--- src/rtl/mem_access_unit.sv ---
// MEM-stage load/store unit: one memory op in flight, aligned store lanes, req/resp memory port.
// Optional ADDR_EXC_EN adds misaligned-access detection (out_adel_ades) that skips the memory port.
module mem_access_unit #(
    parameter int unsigned ADDR_WIDTH = 32
) (
    input  logic                  clk,
    input  logic                  resetn,
    input  logic                  in_valid,
    output logic                  in_ready,
    input  logic [5:0]            in_opcode,
    input  logic [ADDR_WIDTH-1:0] in_addr,
    input  logic [31:0]           in_rt,
    output logic                  data_req,
    output logic                  data_wr,
    output logic [ADDR_WIDTH-1:0] data_addr,
    output logic [3:0]            data_wstrb,
    output logic [31:0]           data_wdata,
    input  logic                  data_addr_ok,
    input  logic [31:0]           data_rdata,
    input  logic                  data_data_ok,
    output logic                  out_valid,
    input  logic                  out_ready,
    output logic [5:0]            out_opcode,
    output logic [1:0]            out_ea,
    output logic [31:0]           out_regdata,
`ifdef ADDR_EXC_EN
    output logic                  out_adel_ades,
`endif
    output logic [31:0]           out_loaddata
);

    localparam logic [5:0] OpLb  = 6'd32;
    localparam logic [5:0] OpLh  = 6'd33;
    localparam logic [5:0] OpLwl = 6'd34;
    localparam logic [5:0] OpLw  = 6'd35;
    localparam logic [5:0] OpLbu = 6'd36;
    localparam logic [5:0] OpLhu = 6'd37;
    localparam logic [5:0] OpLwr = 6'd38;
    localparam logic [5:0] OpSb  = 6'd40;
    localparam logic [5:0] OpSh  = 6'd41;
    localparam logic [5:0] OpSwl = 6'd42;
    localparam logic [5:0] OpSw  = 6'd43;
    localparam logic [5:0] OpSwr = 6'd46;

    typedef enum logic [1:0] {StIdle, StReq, StWait, StDone} state_e;

    state_e                state_q, state_d;
    logic [5:0]            opcode_q;
    logic [ADDR_WIDTH-1:0] addr_q;
    logic [31:0]           rt_q;
    logic [31:0]           loaddata_q;
    logic                  wr_q;
    logic [3:0]            wstrb_q;
    logic [31:0]           wdata_q;
    logic                  fault_q;

    logic       is_load, is_store, fault, accept;
    logic [1:0] ea;
    logic [3:0] st_strb;
    logic [31:0] st_data;

    assign ea     = in_addr[1:0];
    assign accept = in_valid && (state_q == StIdle);

    always_comb begin
        is_load  = 1'b0;
        is_store = 1'b0;
        case (in_opcode)
            OpLb, OpLh, OpLwl, OpLw, OpLbu, OpLhu, OpLwr: is_load  = 1'b1;
            OpSb, OpSh, OpSwl, OpSw, OpSwr:               is_store = 1'b1;
            default: ;
        endcase
    end

`ifdef ADDR_EXC_EN
    assign fault = (((in_opcode == OpLh) || (in_opcode == OpLhu) || (in_opcode == OpSh)) && ea[0])
                 || (((in_opcode == OpLw) || (in_opcode == OpSw)) && (ea != 2'd0));
`else
    assign fault = 1'b0;
`endif

    // Little-endian lane placement; swl/swr write the partial word that straddles the boundary.
    always_comb begin
        st_strb = 4'b0000;
        st_data = 32'd0;
        case (in_opcode)
            OpSb: begin
                st_strb = 4'b0001 << ea;
                st_data = {4{in_rt[7:0]}};
            end
            OpSh: begin
                st_strb = ea[1] ? 4'b1100 : 4'b0011;
                st_data = {2{in_rt[15:0]}};
            end
            OpSw: begin
                st_strb = 4'b1111;
                st_data = in_rt;
            end
            OpSwl: begin
                case (ea)
                    2'd0: begin st_strb = 4'b0001; st_data = {24'd0, in_rt[31:24]}; end
                    2'd1: begin st_strb = 4'b0011; st_data = {16'd0, in_rt[31:16]}; end
                    2'd2: begin st_strb = 4'b0111; st_data = {8'd0, in_rt[31:8]};   end
                    default: begin st_strb = 4'b1111; st_data = in_rt;              end
                endcase
            end
            OpSwr: begin
                case (ea)
                    2'd0: begin st_strb = 4'b1111; st_data = in_rt;                  end
                    2'd1: begin st_strb = 4'b1110; st_data = {in_rt[23:0], 8'd0};   end
                    2'd2: begin st_strb = 4'b1100; st_data = {in_rt[15:0], 16'd0};  end
                    default: begin st_strb = 4'b1000; st_data = {in_rt[7:0], 24'd0}; end
                endcase
            end
            default: ;
        endcase
    end

    always_comb begin
        state_d = state_q;
        unique case (state_q)
            StIdle: begin
                if (in_valid) begin
                    if (fault || !(is_load || is_store)) state_d = StDone;
                    else                                 state_d = StReq;
                end
            end
            StReq:  if (data_addr_ok) state_d = StWait;
            StWait: if (data_data_ok) state_d = StDone;
            StDone: if (out_ready)    state_d = StIdle;
        endcase
    end

    always_ff @(posedge clk or negedge resetn) begin
        if (!resetn) begin
            state_q    <= StIdle;
            opcode_q   <= 6'd0;
            addr_q     <= '0;
            rt_q       <= 32'd0;
            loaddata_q <= 32'd0;
            wr_q       <= 1'b0;
            wstrb_q    <= 4'b0000;
            wdata_q    <= 32'd0;
            fault_q    <= 1'b0;
        end else begin
            state_q <= state_d;
            if (accept) begin
                opcode_q   <= in_opcode;
                addr_q     <= in_addr;
                rt_q       <= in_rt;
                loaddata_q <= 32'd0;
                wr_q       <= is_store && !fault;
                wstrb_q    <= (is_store && !fault) ? st_strb : 4'b0000;
                wdata_q    <= (is_store && !fault) ? st_data : 32'd0;
                fault_q    <= fault;
            end else if ((state_q == StWait) && data_data_ok && !wr_q) begin
                loaddata_q <= data_rdata;
            end
        end
    end

    assign in_ready     = (state_q == StIdle);
    assign data_req     = (state_q == StReq);
    assign data_wr      = wr_q;
    assign data_addr    = {addr_q[ADDR_WIDTH-1:2], 2'b00};
    assign data_wstrb   = wstrb_q;
    assign data_wdata   = wdata_q;
    assign out_valid    = (state_q == StDone);
    assign out_opcode   = opcode_q;
    assign out_ea       = addr_q[1:0];
    assign out_regdata  = rt_q;
    assign out_loaddata = loaddata_q;
`ifdef ADDR_EXC_EN
    assign out_adel_ades = fault_q;
`else
    logic unused_fault;
    assign unused_fault = fault_q;
`endif

endmodule

--- config.mk ---
export PLATFORM = sky130hd
export DESIGN_NAME = mem_access_unit
export DESIGN_NICKNAME = d
export VERILOG_FILES = /design/src/rtl/mem_access_unit.sv
export SDC_FILE = /design/constraint.sdc
export NUM_CORES = 1
export LEC_CHECK = 0
export CAP_MARGIN = 0
export CORE_ASPECT_RATIO = 0.8
export CORE_UTILIZATION = 40
export CTS_BUF_LIST = sky130_fd_sc_hd__clkbuf_16
export DETAILED_ROUTE_END_ITERATION = 8
export PLACE_DENSITY = 0.83
export SYNTH_ARGS = -nofsm -noshare
export SYNTH_HDL_FRONTEND = slang
export SYNTH_SLANG_ARGS = --single-unit
--- constraint.sdc ---
create_clock -name clk -period 2.1 [get_ports clk]
set_clock_uncertainty 0.1 [all_clocks]
set_input_delay 0.21 -clock clk [delete_from_list [all_inputs] [get_ports clk]]
set_output_delay 0.21 -clock clk [all_outputs]
set_load 0.03 [all_outputs]
* Word level (Yosys, flattened, before mapping)
Cells that the tools add are included.
Word-level totals: word-level logic and storage cells 60, flip-flop bits (word level) 141, output and inout port bits 144, input port bits 108
Operators by class: mux-type cells 19, reduce and logical (&&, ||, !) cells 11, eq/ne operators 21, shift operators 1
Operator list (number):
- 32-bit case mux with 3 select lines | 2
- 32-bit case mux with 5 select lines | 1
- 32-bit 2-to-1 mux | 3
- 6-bit == test, second input constant | 12
- 4-bit case mux with 5 select lines | 1
- 4-bit case mux with 3 select lines | 1
- 2-bit 2-to-1 mux | 5
- 3-bit case mux with 3 select lines | 1
- 4-bit 2-to-1 mux | 2
- 2-bit case mux with 4 select lines | 1
- 7-bit OR reduction | 1
- 2-bit == test, second input constant | 3
- 5-bit OR reduction | 1
- 2-bit by 1-bit == test with 1-bit output, second input constant | 2
- 2-bit logical NOT | 2
- 2-bit by 1-bit inequality test with 1-bit output, second input constant | 2
- 2-bit inequality test, second input constant | 2
- 4-bit AND reduction | 1
- 1-bit by 2-bit left shift with 4-bit output, first input constant | 1
- 1-bit logical AND | 3
- 1-bit 2-to-1 mux | 2
- 2-bit nonzero test | 1
- 1-bit logical NOT | 1
- 1-bit logical OR | 1

* Depth between registers and ports, before layout
depth after elaboration 7, gate-level depth with buffers 8, gate-level depth less buffers 7

* Worst setup path before layout
OpenSTA, ideal clock, no wires.
path type reg2reg, start register state_q[0], end register wdata_q[16] (netlist: data_wdata[16]), slack 108 ps, data required time 1908 ps, buffers on the path 1, stages on the path, launching flop included 8, arrival time 1800 ps, library setup time 92 ps, clock period less this slack 1992 ps, cells stage by stage dfrtp_1 inv_1 ha_1 and2_1 nand3_2 a21o_1 clkbuf_1 o221ai_1
Between the ends: cells in the longest elaborated chain, start to end 2
Ends and longest elaborated chain:
- start: declaration | line 47 | state_e state_q, state_d;
- start signal: assignment | line 136 | state_q <= StIdle;
- start signal: assignment | line 146 | state_q <= state_d;
- 2-bit logical NOT
- named net in_ready | line 9 | output logic in_ready,
- 1-bit logical AND | line 63 | assign accept = in_valid && (state_q == StIdle);
- end signal: assignment | line 154 | wdata_q <= (is_store && !fault) ? st_data : 32'd0;
- end: declaration | line 54 | logic [31:0] wdata_q;
The timed path passes the listed nets, and every way through them passes these cells. A chain may end at the register's enable or synchronous reset.

* Final worst setup path
start register state_q[1], end output port out_valid
Between the ends: cells in the longest elaborated chain, start to end 1
Ends and longest elaborated chain:
- 2-bit == test | line 168 | assign out_valid = (state_q == StDone);
- end: declaration | line 21 | output logic out_valid,
No other way between the ends.

==> flow_summary_export.csv <==
group,metric,value,unit
placed_design,preCtsSetupSlack,-0.0867,ns
job,drv_cap,0,
final_layout,synthToLayoutAreaGrowth,53.6,%
placed_design,place_area,0.00972,sq mm
pwr,internal-power,8.11,mW
synth,async_reset_ff_share,100,%
sta,post-route-min-period,1.96,ns
final_layout,drive_gt1_share,9.53,%
clock_tree,cts_tree,"built",
synth,synthTopCellsByCount,"297 x nand2_1, 141 x dfrtp_1, 55 x a21oi_1, 37 x clkbuf_1, 34 x o21ai_0",
worst_setup_path,start_kind,"flop",
worst_setup_path,critPathArrivalTime,1.65,ns
sta,rsz0062_at_grt,"false",
pwr,p_sw,5.34,mW
clock_tree,root_buffer,"clkbuf_16",
drt,wl,21.6,mm
drt,wl_per_cell,17.2,microns
clock_tree,clk_latency,0.41,ns
placed_design,io_buffers,249,
synth,syn-cell-area,0.00676,sq mm
synth,syn_area_per_cell,8.89,sq um
clock_tree,clkTransAtPathRegs,0.06,ns
synth,yosysWarnings,0,
final_layout,fin_util,62.7,%
floorplanning,fp.dieW,147,microns
sta,final_max_slew_viol_count,0,
floorplanning,fp.dieH,118,microns
synth,synth_edf_count,0,
synth,synthFlopType,"dfrtp_1",
synth,synth-seq-area-share,52.2,%
drt,antenna_left,0,
pwr,finalPower,13.4,mW
placed_design,gp_congestion,0.946,
pwr,p_per_area,1290,mW/mm^2
sta,worstMarginPinSlew,0.764,ns
pwr,p_seq_share,30.5,%
sta,whs,0.163,ns
global_route,grt_pass1_wl,34.3,mm
synth,synth-seq-cells,141,
clock_tree,cts_buffers,17,
pwr,clockPowerShare,24.4,%
floorplanning,start_util,40.9,%
sta,relSlewSlack,48.9,%
pwr,leakage,4.75,nW
worst_setup_path,cp-end-kind,"primary output",
sta,fin_crit_sh,93.2,%
synth,synth.most_common_cell,"nand2_1",
sta,max_freq,511,MHz
global_route,grt_max_degree,101,
floorplanning,num_rows,42,
floorplanning,ioPinCount,252,
worst_setup_path,crit_type,"flop to primary output",
global_route,overflow,0,
pwr,power_frac_comb,45.1,%
worst_setup_path,critPathLaunch,"state_q[1]$_DFFE_PN0P_",
sta,tns,0,ns
drt,vias_per_cell,5.25,
drt,drtIter0Drc,619,
clock_tree,h-tree-depth,4,
run_status,status,"completed",
pwr,ir_drop,747,uV
worst_setup_path,critPathRequiredTime,1.79,ns
global_route,grt_pass1_vias,6575,
placed_design,dp.cells,1226,
drt,vias,6608,
final_layout,fillers,1411,
drt,drt_drc_violations_left,0,
worst_setup_path,reg2reg_from,"state_q[0]$_DFFE_PN0P_",
pwr,swShare,39.7,%
final_layout,nNetsFinal,1139,
synth,syn_inst,761,
clock_tree,cts_buffer_depth,2,
final_layout,n_antenna_cell,0,
global_route,gr-usage-all-layers,25.3,%
drt,first_pass_iters,8,
synth,yosysTopAreaCellShare,52.2,%
worst_setup_path,cp_max_fo,3,
final_layout,fin_cells,1259,
min_path,hp-class,"input port to asynchronous set/reset pin",
sta,worst_slack,0.144,ns
floorplanning,dieArea,0.0174,sq mm
sta,finalSetupViolCount,0,
sta,finalHoldViolCount,0,
global_route,antenna_found_initial,0,
placed_design,dp_hpwl,15.6,mm
synth,yosys-top-cells-area,"dfrtp_1 52%, nand2_1 16%, a21oi_1 4.1%",
final_layout,design_area,0.0104,sq mm
synth,ys_types,48,
synth,yosys.area.top_type,"dfrtp_1",
floorplanning,core,0.0166,sq mm
clock_tree,clock_sinks,141,
-- cells by family (layout without fill, tap and decap cells) --
kind of cell	after synthesis	in the layout	share of synthesized area (%)
and+or+nand+nor	347	347	21.6
AOI/OAI and AO/OA	177	177	17.2
DFF	141	141	52.2
buffers and inverters	63	340	4.01
muxes	28	28	4.20
adders and majority gates	4	4	0.740
other	1	2	0.0555
-- final timing paths --
path	end	slack (ns)	cells after the start
max in group asynchronous	out_regdata[8]$_DFFE_PN0P_	1.12	3
min in group clk	data_wdata[23]$_DFFE_PN0P_	0.20	3
worst max-delay path	out_valid	0.14	2
worst min register to register	addr_q[13]$_DFFE_PN0P_	0.37	2
worst min-delay path	out_regdata[23]$_DFFE_PN0P_	0.16	2
worst max register to register	data_wdata[25]$_DFFE_PN0P_	0.23	9
-- placed cells by master (no fill, tap or decap), types with 5 or more instances in the layout --
cell / netlist / routed
inv_1: 9 / 9
nor2_1: 15 / 14
a22oi_1: 32 / 32
nor2b_1: 12 / 12
a211oi_1: 6 / 6
a21o_1: 9 / 9
dfrtp_1: 141 / 141
o21ai_0: 34 / 34
clkinvlp_4: 0 / 5
nand2b_1: 5 / 5
o221ai_1: 9 / 9
buf_4: 4 / 46
mux2i_1: 25 / 25
bufinv_16: 0 / 5
nand2_1: 297 / 296
clkbuf_16: 0 / 17
a22o_1: 6 / 6
a21oi_1: 55 / 55
clkdlybuf4s50_1: 0 / 245
a222oi_1: 8 / 8
o2bb2ai_1: 6 / 6
-- worst max-delay path, cell delays in order (launching register included) --
cell and delay [ns]:
dfrtp_1 0.37, ha_1 0.18, clkdlybuf4s50_1 0.68
-- power by group through the flow --
stage          logic (mW)  clock network, mW  registers, mW
2_1_floorplan        1.63                  0           5.83
3_3_place_gp         6.00                  0           4.11
3_5_place_dp         6.09                  0           4.14
4_1_cts              6.10               3.35           4.11
5_1_grt              6.48               3.47           4.22
6_report             6.06               3.29           4.10
-- routing by layer --
layer  vias up  wire length [microns]  GRT usage, %
met4         0                    508          7.80
li1       3110                      -             -
met2       299                   9700          38.2
met1      3157                   9270          33.8
met3        42                   2160          9.11
met5         -                      0             0
-- flip-flops by register name, indices dropped and copies added, names as in the netlist --
name,cells
out_loaddata,32
addr_q,32
state_q,2
out_opcode,6
data_wdata,32
data_wstrb,4
data_wr,1
out_regdata,32
-- final cells by class --
type / instances / area (sq um) / share of cell area [%]
clock inverter: 14 / 219 / 2.11
multi-input combinational: 558 / 2980 / 28.7
inverter: 9 / 33.8 / 0.325
timing repair buffer: 300 / 2930 / 28.2
clock buffer: 17 / 425 / 4.10
tap: 220 / 275 / 2.65
sequential: 141 / 3530 / 34.0
-- what timing repair did --
item	in CTS	in global routing
endpoints found under the setup margin	1	7
resized for setup	1	1
hold buffers	1	0
pin swaps	0	1
endpoints found under the hold margin	120	0
setup buffers	0	1
Power figures use the tool's default switching activity.
